## src/rtl/seg7_scan_ctrl.sv

```systemverilog
// +----------------------------------------------------------------------------+
// | seg7_scan_ctrl : N-digit multiplexed 7-segment scanner, tear-free updates  |
// | Rev 1.0                                                                    |
// +----------------------------------------------------------------------------+
`default_nettype none

module seg7_scan_ctrl #(
  parameter int NUM_DIGITS = 4,
  parameter int SCAN_DIV   = 50,
  parameter int BLANK_CYC  = 1,
  parameter int IDX_W      = 3
) (
  input  logic                    clk,
  input  logic                    rst,
  input  logic                    load,
  input  logic [4*NUM_DIGITS-1:0] val_in,
  input  logic [NUM_DIGITS-1:0]   dp_in,
  input  logic [NUM_DIGITS-1:0]   blank_in,
  input  logic                    lz_en,
  output logic [NUM_DIGITS-1:0]   dig,
  output logic [7:0]              number,
  output logic                    frame_start
);

  localparam int CNT_W = (SCAN_DIV > 1) ? $clog2(SCAN_DIV) : 1;
  localparam logic [CNT_W-1:0] C_CNT_MAX = CNT_W'(SCAN_DIV - 1);
  localparam logic [IDX_W-1:0] C_IDX_MAX = IDX_W'(NUM_DIGITS - 1);

  logic [CNT_W-1:0]        r_cnt;
  logic [IDX_W-1:0]        r_idx;
  logic                    r_pend;
  logic [4*NUM_DIGITS-1:0] r_val_pend, r_val_act;
  logic [NUM_DIGITS-1:0]   r_dp_pend, r_dp_act;
  logic [NUM_DIGITS-1:0]   r_blank_pend, r_blank_act;
  logic [NUM_DIGITS-1:0]   r_dig;
  logic [7:0]              r_number;
  logic                    r_frame_start;

  logic                    w_tick, w_wrap, w_ghost;
  logic                    w_all_zero;
  logic [NUM_DIGITS-1:0]   w_lz_dark;
  logic [NUM_DIGITS-1:0]   w_dig_sel;
  logic [3:0]              w_cur_val;
  logic                    w_cur_dp, w_cur_dark;
  logic [NUM_DIGITS-1:0]   w_dig_nxt;
  logic [7:0]              w_num_nxt;

  function automatic logic [6:0] f_seg(input logic [3:0] v);
    case (v)
      4'h0: f_seg = 7'b1111110;
      4'h1: f_seg = 7'b0110000;
      4'h2: f_seg = 7'b1101101;
      4'h3: f_seg = 7'b1111001;
      4'h4: f_seg = 7'b0110011;
      4'h5: f_seg = 7'b1011011;
      4'h6: f_seg = 7'b1011111;
      4'h7: f_seg = 7'b1110000;
      4'h8: f_seg = 7'b1111111;
      4'h9: f_seg = 7'b1111011;
      4'hA: f_seg = 7'b1110111;
      4'hB: f_seg = 7'b0011111;
      4'hC: f_seg = 7'b1001110;
      4'hD: f_seg = 7'b0111101;
      4'hE: f_seg = 7'b1001111;
      default: f_seg = 7'b1000111;
    endcase
  endfunction

  assign w_tick = (r_cnt == C_CNT_MAX);
  assign w_wrap = w_tick && (r_idx == C_IDX_MAX);

  generate
    if (BLANK_CYC > 0) begin : g_ghost_cmp
      assign w_ghost = (r_cnt < CNT_W'(BLANK_CYC));
    end else begin : g_ghost_none
      assign w_ghost = 1'b0;
    end
  endgenerate

  always_comb begin
    w_all_zero = 1'b1;
    w_lz_dark  = '0;
    // Scan from the most significant digit down; a digit is a leading zero
    // while every digit at or above it is zero.
    for (int i = NUM_DIGITS - 1; i >= 0; i--) begin
      w_all_zero   = w_all_zero & (r_val_act[4*i +: 4] == 4'h0);
      w_lz_dark[i] = lz_en & w_all_zero & (i != 0);
    end

    w_dig_sel  = '1;
    w_cur_val  = 4'h0;
    w_cur_dp   = 1'b0;
    w_cur_dark = 1'b0;
    for (int i = 0; i < NUM_DIGITS; i++) begin
      if (r_idx == IDX_W'(i)) begin
        w_dig_sel[i] = 1'b0;
        w_cur_val    = r_val_act[4*i +: 4];
        w_cur_dp     = r_dp_act[i];
        w_cur_dark   = r_blank_act[i] | w_lz_dark[i];
      end
    end

    w_dig_nxt = '1;
    w_num_nxt = 8'h00;
    if (!w_ghost) begin
      w_dig_nxt = w_dig_sel;
      if (!w_cur_dark) begin
        w_num_nxt = {f_seg(w_cur_val), w_cur_dp};
      end
    end
  end

  always_ff @(posedge clk) begin
    if (rst) begin
      r_cnt         <= '0;
      r_idx         <= '0;
      r_pend        <= 1'b0;
      r_val_pend    <= '0;
      r_dp_pend     <= '0;
      r_blank_pend  <= '0;
      r_val_act     <= '0;
      r_dp_act      <= '0;
      r_blank_act   <= '0;
      r_dig         <= '1;
      r_number      <= 8'h00;
      r_frame_start <= 1'b0;
    end else begin
      if (w_tick) begin
        r_cnt <= '0;
        r_idx <= w_wrap ? '0 : r_idx + IDX_W'(1);
      end else begin
        r_cnt <= r_cnt + CNT_W'(1);
      end

      if (w_wrap && r_pend) begin
        r_val_act   <= r_val_pend;
        r_dp_act    <= r_dp_pend;
        r_blank_act <= r_blank_pend;
      end

      // A load on the wrap edge wins: the old pending set commits above and
      // the new one stays pending for the next frame.
      if (load) begin
        r_val_pend   <= val_in;
        r_dp_pend    <= dp_in;
        r_blank_pend <= blank_in;
        r_pend       <= 1'b1;
      end else if (w_wrap) begin
        r_pend <= 1'b0;
      end

      r_dig         <= w_dig_nxt;
      r_number      <= w_num_nxt;
      r_frame_start <= w_wrap;
    end
  end

  assign dig         = r_dig;
  assign number      = r_number;
  assign frame_start = r_frame_start;

endmodule

`default_nettype wire

```

## config.mk

```make
export PLATFORM = sky130hd
export DESIGN_NAME = seg7_scan_ctrl
export DESIGN_NICKNAME = d
export VERILOG_FILES = /design/src/rtl/seg7_scan_ctrl.sv
export SDC_FILE = /design/constraint.sdc
export NUM_CORES = 1
export LEC_CHECK = 0
export ABC_AREA = 1
export CAP_MARGIN = 20
export CORE_MARGIN = 10
export CORE_UTILIZATION = 30
export CTS_CLUSTER_SIZE = 25
export DETAILED_ROUTE_END_ITERATION = 10
export GPL_TIMING_DRIVEN = 1
export PLACE_DENSITY_LB_ADDON = 0.05
export SETUP_SLACK_MARGIN = 0.3
export SYNTH_ARGS = -nofsm -noshare
export SYNTH_HDL_FRONTEND = slang
export SYNTH_SLANG_ARGS = --single-unit
```

## constraint.sdc

```tcl
create_clock -name clk -period 3.6 [get_ports clk]
set_input_delay 0.36 -clock clk [delete_from_list [all_inputs] [get_ports clk]]
set_output_delay 0.36 -clock clk [all_outputs]
set_load 0.005 [all_outputs]
```

==> summary.md, run 1 <==
| Metric | Value |
|---|---|
| Outcome | finished, final reports clean |
| Die area | 15100 µm² |
| R2R Setup Slk | 1380 ps |
| Post-synth top area cell | dfxtp_1 |
| Initial antenna violation count | 0 |
| Synth top area share | 44.8% |
| Unrepaired setup endpoints after global routing | false |
| Mux cell area share after synthesis | 0% |
| Top_reg_cell synth | dfxtp_1 |
| Max-Cap Viols | 0 |
| CTS tree | built |
| Pwr Density | 429 nW/µm² |
| CP required | 3840 ps |
| Area of the mapped netlist | 3170 µm² |
| DP Cell Count | 577 |
| Largest net degree at the start of global routing | 45 |
| Worst-skew pair later-pin latency | 340 ps |
| Compound-Gate Fraction of Synth Area | 15.0% |
| CP max stage delay | 340 ps |
| GRT Util Overall | 9.79% |
| Top cells by area, synth | dfxtp_1 (45%), nor2_1 (8.5%), nand2_1 (6.7%), o21ai_0 (6.5%), ha_1 (5.5%) |
| Hold_sp | r_blank_act[1]$_SDFFE_PP0P_ |
| Crit path DAT | 2470 ps |
| Layout Utilization | 37.8% |
| Post-synth EDFFs | 0 |
| Slew headroom | 55.5% |
| CTS Buffer Depth | 2 |
| Syn_area_per_cell | 7.65 µm² |
| Register area share after synthesis | 44.8% |
| Synth cell types | 33 |
| Achievable Freq | 450 MHz |
| Drt drc | 0 |
| Leak Pwr | 1.64 nW |
| Worst-Margin Slew | 665 ps |
| I/O Pins | 41 |
| WL final | 7150 µm |
| Area grow syn2layout | 22.9% |
| Root Buffer | clkbuf_8 |
| Power, Total | 1.67 mW |
| Yosys reg bits | 71 |
| Inserted Clock Buffers | 9 |
| Min cycle time layout | 2220 ps |
| Cells along the critical path | inv_1 > ha_1 > inv_1 > nor2_1 > nand2_1 > nand2_1 > inv_2 > a21oi_4 > inv_2 > ha_1 > inv_1 > nand3_1 > nand3_1 > nand2_1 > nand2_1 > inv_1 |
| Critical Path Stages | 16 |
| CP Max Fanout | 6 |
| Adder-cell area share of the yosys netlist | 5.52% |
| Count leader, synth | nor2_1 |
| Setup TNS Final | 0 ps |
| Clock Skew | 15.9 ps |
| Setup WS pre-CTS | 1340 ps |
| Worst Slack Setup Final | 1380 ps |
| Synth Area in XOR/XNOR | 0.828% |
| Antenna viol nets, final | 0 |
| Sink Count | 71 |
| Post-CTS Resized | 0 |
| Share of cells above drive strength 1 | 11.2% |
| Die X | 123 µm |
| Most common library cells after synthesis | nor2_1 (72), dfxtp_1 (71), nand2_1 (57), o21ai_0 (41) |
| Final worst-path cycle share | 61.8% |
| Routability cong. | 0.758 |
| WL/cell | 12.1 µm |
| CP max-delay cell | dfxtp_1 |
| Post-synthesis simple-gate area fraction | 25.7% |
| Post-synth ARST share | 0% |
| Postcts setup bufs | 0 |
| Synth Warn # | 0 |
| Register-to-Register Path Depth | 16 |
| Total gr overflow | 0 |
| Finished Layout Cells | 593 |
| Critical path's top delay family | simple AND/OR/NAND/NOR gates |
| Clk slew on worst S/H paths | 80 ps |
| Worst IR drop on VDD | 164 µV |
| Antenna cells | 0 |
| CTS HTree Levels | 3 |
| Slew Limit Fails | 0 |
| Setup-failing EPs final | 0 |
| Post-DP HPWL | 5250 µm |
| Mapped Cells | 415 |
| Setup crit start | r_idx[0]$_SDFFE_PP0N_ |
| Core Box Area | 10300 µm² |
| Main combinational cell family by area after synthesis | simple AND/OR/NAND/NOR gates |
| Num rows | 37 |
| Number of iterations in the first detailed-routing pass | 4 |
| 1st-iter DRT viols | 159 |
| Hold Crit Class | reg -> reg |
| Vias in the first global route | 2528 |
| Setup crit start kind | flip-flop |
| Worst Path Buf+Inv | 6 |
| Final net count | 494 |
| Die Ht | 123 µm |
| Synth Net Count | 457 |
| Hold Path Depth | 2 |
| CP endpoint kind | flip-flop |
| Via Count | 2599 |
| Initial Util | 30.7% |
| Worst R2R Start | r_idx[0]$_SDFFE_PP0N_ |
| Final hold vios | 0 |
| Drt via density | 4.38 |
| # hold bufs at CTS | 0 |
| Number of port buffers | 40 |
| First-pass GRT wire length | 12100 µm |
| CP Class | reg -> reg |
where the power goes:
group	internal (mW)	switching [mW]
Sequential	0.815	0.0165
Combinational	0.0609	0.0536
Clock	0.400	0.325
Total	1.28	0.395
worst min-delay path, delay by kind of cell, from the launching register on:
family,cells,cell delay [ps]
DFF,1,300
AOI/OAI and AO/OA,1,60
buffers and inverters,1,70
sequential cells by signal, indices dropped and copies added, names as in the netlist:
name,cells
r_dp_pend,4
number,8
dig,4
r_blank_act,4
r_idx,3
r_val_act,16
frame_start,1
r_pend,1
r_cnt,6
r_blank_pend,4
r_val_pend,16
r_dp_act,4
stage by stage:
stage | hold WS, ps | area (µm²)
after floorplan | 425 | 3170
after global placement | 454 | 3670
after detailed placement | 460 | 3670
after CTS | 474 | 3900
after global routing | 500 | 3900
final | 470 | 3900
cell families (layout without fill, tap and decap cells):
kind of cell | count (synthesis) | in the layout
flip-flops | 71 | 71
XOR/XNOR | 3 | 3
AO/OA/AOI/OAI | 85 | 85
AND/OR/NAND/NOR | 182 | 182
adder cells (fa/ha/maj) | 14 | 14
buffers and inverters | 60 | 102
routing by layer:
layer / wire (µm) / vias up / GRT usage [%] / share of wire [%]
met5: 0 / - / 0 / 0
met4: 82 / 0 / 3.98 / 1.1
met3: 375 / 9 / 2.80 / 5.2
met2: 2880 / 46 / 14.1 / 40
met1: 3810 / 1132 / 13.4 / 53
li1: - / 1412 / - / -
cells in the final DEF (no fill, tap or decap), types with 3 or more instances in the layout:
cell / n
nor2_1: 72
dfxtp_1: 71
nand2_1: 57
o21ai_0: 41
clkdlybuf4s50_1: 40
inv_1: 33
nand3_1: 33
a21oi_1: 30
ha_1: 14
clkbuf_8: 9
inv_2: 8
nand2_2: 8
nand2_4: 5
o22ai_1: 3
o21ai_1: 3
layout make-up:
cell class	instances	area (µm²)
timing repair buffer	42	415
clock inverter	7	103
inverter	44	170
clock buffer	9	124
fill	1100	6420
multi-input combinational	284	1500
tap	136	170
sequential	71	1420
path summary, 6_finish.rpt:
| check | to |
|---|---|
| min reg2reg | r_blank_act[1]$_SDFFE_PP0P_ |
| max | number[4]$_SDFF_PP0_ |
| min | r_blank_act[1]$_SDFFE_PP0P_ |
| max reg2reg | number[4]$_SDFF_PP0_ |
No activity file was read; power rests on OpenSTA's default activity.
==> run 2: changes to the inputs <==
clock period = 2.12 ns   (was 3.6 ns; I/O delays follow)
==> run 2 against run 1 <==
  * Sequential share of layout area decreased by 2.8 points
  * Highest routed layer unchanged
  * Flip-flop and latch count is the same
  * Largest cell class unchanged
  * Clock power increased by 50%
==> summary.md, run 2 (same netlist as run 1, synthesis figures left out) <==
| Metric | Value |
|---|---|
| Outcome | finished, final reports clean |
| Leak Pwr | 1.76 nW (+7.4%) |
| CP max stage delay | 370 ps (+30 ps) |
| Final net count | 522 (+5.7%) |
| Setup-failing EPs final | 0 (unchanged) |
| Pwr Density | 636 nW/µm² (+48%) |
| CP endpoint kind | flip-flop |
| Initial antenna violation count | 0 (unchanged) |
| CTS tree | built |
| CP required | 2370 ps (-1470 ps) |
| Via Count | 2712 (+4.3%) |
| WL final | 7740 µm (+8.2%) |
| Number of port buffers | 40 (unchanged) |
| Core Box Area | 10300 µm² (unchanged) |
| Crit path DAT | 2070 ps (-400 ps) |
| # hold bufs at CTS | 0 (unchanged) |
| Antenna cells | 0 (unchanged) |
| Hold Crit Class | in -> reg |
| Clk slew on worst S/H paths | 80 ps (about the same) |
| CP Max Fanout | 3 (-3) |
| CP max-delay cell | dfxtp_4 |
| Initial Util | 30.7% (unchanged) |
| Worst IR drop on VDD | 274 µV (+67%) |
| Final worst-path cycle share | 86.0% (+24 points) |
| Layout Utilization | 41.2% (+3.4 points) |
| Share of cells above drive strength 1 | 22.3% (+11 points) |
| Die X | 123 µm (unchanged) |
| Cells along the critical path | inv_4 > ha_4 > inv_2 > nor2_4 > nand2_1 > nand2_1 > inv_2 > a21oi_4 > inv_2 > ha_4 > inv_4 > nand3_2 > nand3_2 > nand2_1 > nand2_1 > inv_1 |
| Multi-input gate area | 1650 µm² (+10%) |
| Unrepaired setup endpoints after global routing | true |
| Inserted Clock Buffers | 9 (unchanged) |
| Area grow syn2layout | 34.1% |
| CTS Buffer Depth | 2 (unchanged) |
| I/O Pins | 41 (unchanged) |
| GRT Util Overall | 10.7% (+0.87 points) |
| Drt via density | 4.37 (-0.20%) |
| Clock Skew | 10.8 ps (-5.13 ps) |
| Max-Cap Viols | 0 (unchanged) |
| Largest net degree at the start of global routing | 44 (-2.2%) |
| Achievable Freq | 548 MHz (+22%) |
| 1st-iter DRT viols | 118 (-26%) |
| Root Buffer | clkbuf_8 |
| WL/cell | 12.5 µm (+3.5%) |
| Worst-Margin Slew | 420 ps (-245 ps) |
| Num rows | 37 (unchanged) |
| CP Class | reg -> reg |
| Worst Path Buf+Inv | 6 (unchanged) |
| Slew headroom | 71.9% (+16 points) |
| CTS HTree Levels | 3 (unchanged) |
| Number of iterations in the first detailed-routing pass | 4 (unchanged) |
| Slew Limit Fails | 0 (unchanged) |
| CP most frequent cell | nand2_1 |
| Drt drc | 0 (unchanged) |
| Setup crit start kind | flip-flop |
| Commonest non-fill, non-tap cell in the layout | nor2_1 |
| Sink Count | 71 (unchanged) |
| Final hold vios | 0 (unchanged) |
| Setup TNS Final | 0 ps (unchanged) |
| Min cycle time layout | 1820 ps (-399 ps) |
| Antenna viol nets, final | 0 (unchanged) |
| Fillcell total | 1078 (-2.0%) |
| Die area | 15100 µm² (unchanged) |
| Vias in the first global route | 2649 (+4.8%) |
| Die Ht | 123 µm (unchanged) |
| Post-DP HPWL | 5550 µm (+5.8%) |
| Routability cong. | 0.813 (+7.1%) |
| Worst-skew pair later-pin latency | 340 ps (about the same) |
| Total gr overflow | 0 (unchanged) |
| First-pass GRT wire length | 12800 µm (+6.0%) |
| Critical path's top delay family | simple AND/OR/NAND/NOR gates |
| Most frequent cells in the layout | nor2_1 (69), dfxtp_1 (68), nand2_1 (56), o21ai_0 (41), clkdlybuf4s50_1 (40) |
| FF/Latch Area | 1430 µm² (+0.62%) |
[run 2: cell types whose count changed in the layout (fill, tap and decap cells not counted), moves of 5 or more]
cell	previous run	this run
buf_4	2	28
ha_1	14	6
inv_1	33	27
nand3_1	33	27
nand3_2	2	8
ha_4	0	5
inv_4	2	7
[run 2: path summary, 6_finish.rpt]
kind | slack [ps] | cells past startpoint | startpoint | end
hold reg to reg | 460 | 2 | r_blank_act[1]$_SDFFE_PP0P_ | r_blank_act[1]$_SDFFE_PP0P_
hold / removal | 440 | 3 | val_in[9] | r_val_pend[9]$_SDFFE_PP0P_
setup / recovery | 300 | 16 | r_idx[0]$_SDFFE_PP0N_ | number[4]$_SDFF_PP0_
setup reg to reg | 300 | 16 | r_idx[0]$_SDFFE_PP0N_ | number[4]$_SDFF_PP0_
[run 2: area by class of cell]
cell class	instances	area share, %
Sequential cell	71	33.6
Multi-Input combinational cell	284	38.7
Timing Repair Buffer	70	14.9
Tap cell	136	4.00
Inverter	44	4.24
Clock buffer	10	3.24
Clock inverter	5	1.35
[run 2: through the flow]
stage	std cells	cell area (µm²)	setup WS [ps]	power (mW)	hold slack [ps]
2_1_floorplan	415	3250	305	1.53	281
3_3_place_gp	589	3840	175	1.65	456
3_5_place_dp	589	3840	123	1.65	458
4_1_cts	614	4140	291	2.75	424
5_1_grt	620	4250	147	2.83	448
6_report	620	4250	296	2.70	444
[run 2: worst min-delay path: stages]
cell             delay (ps)
clkdlybuf4s50_1         390
nor2_1                  100
nor2_1                   50
[run 2: metal layers]
layer | vias to the layer above | GRT usage [%] | part of all wire (%)
li1 | 1462 | - | -
met1 | 1199 | 14.1 | 51
met2 | 43 | 15.5 | 44
met3 | 8 | 2.85 | 4.6
met4 | 0 | 5.67 | 1.4
met5 | - | 0 | 0
[run 2: timing repair]
action,CTS,global route
buffers inserted,10,6
pin swaps,10,16
endpoints found under the setup margin,6,7
resized for setup,12,17
[run 2: where the power goes]
group / total, mW / internal, mW / switching [mW]
combinational: 0.206 / 0.109 / 0.0963
sequential: 1.41 / 1.38 / 0.0246
clock: 1.09 / 0.570 / 0.521
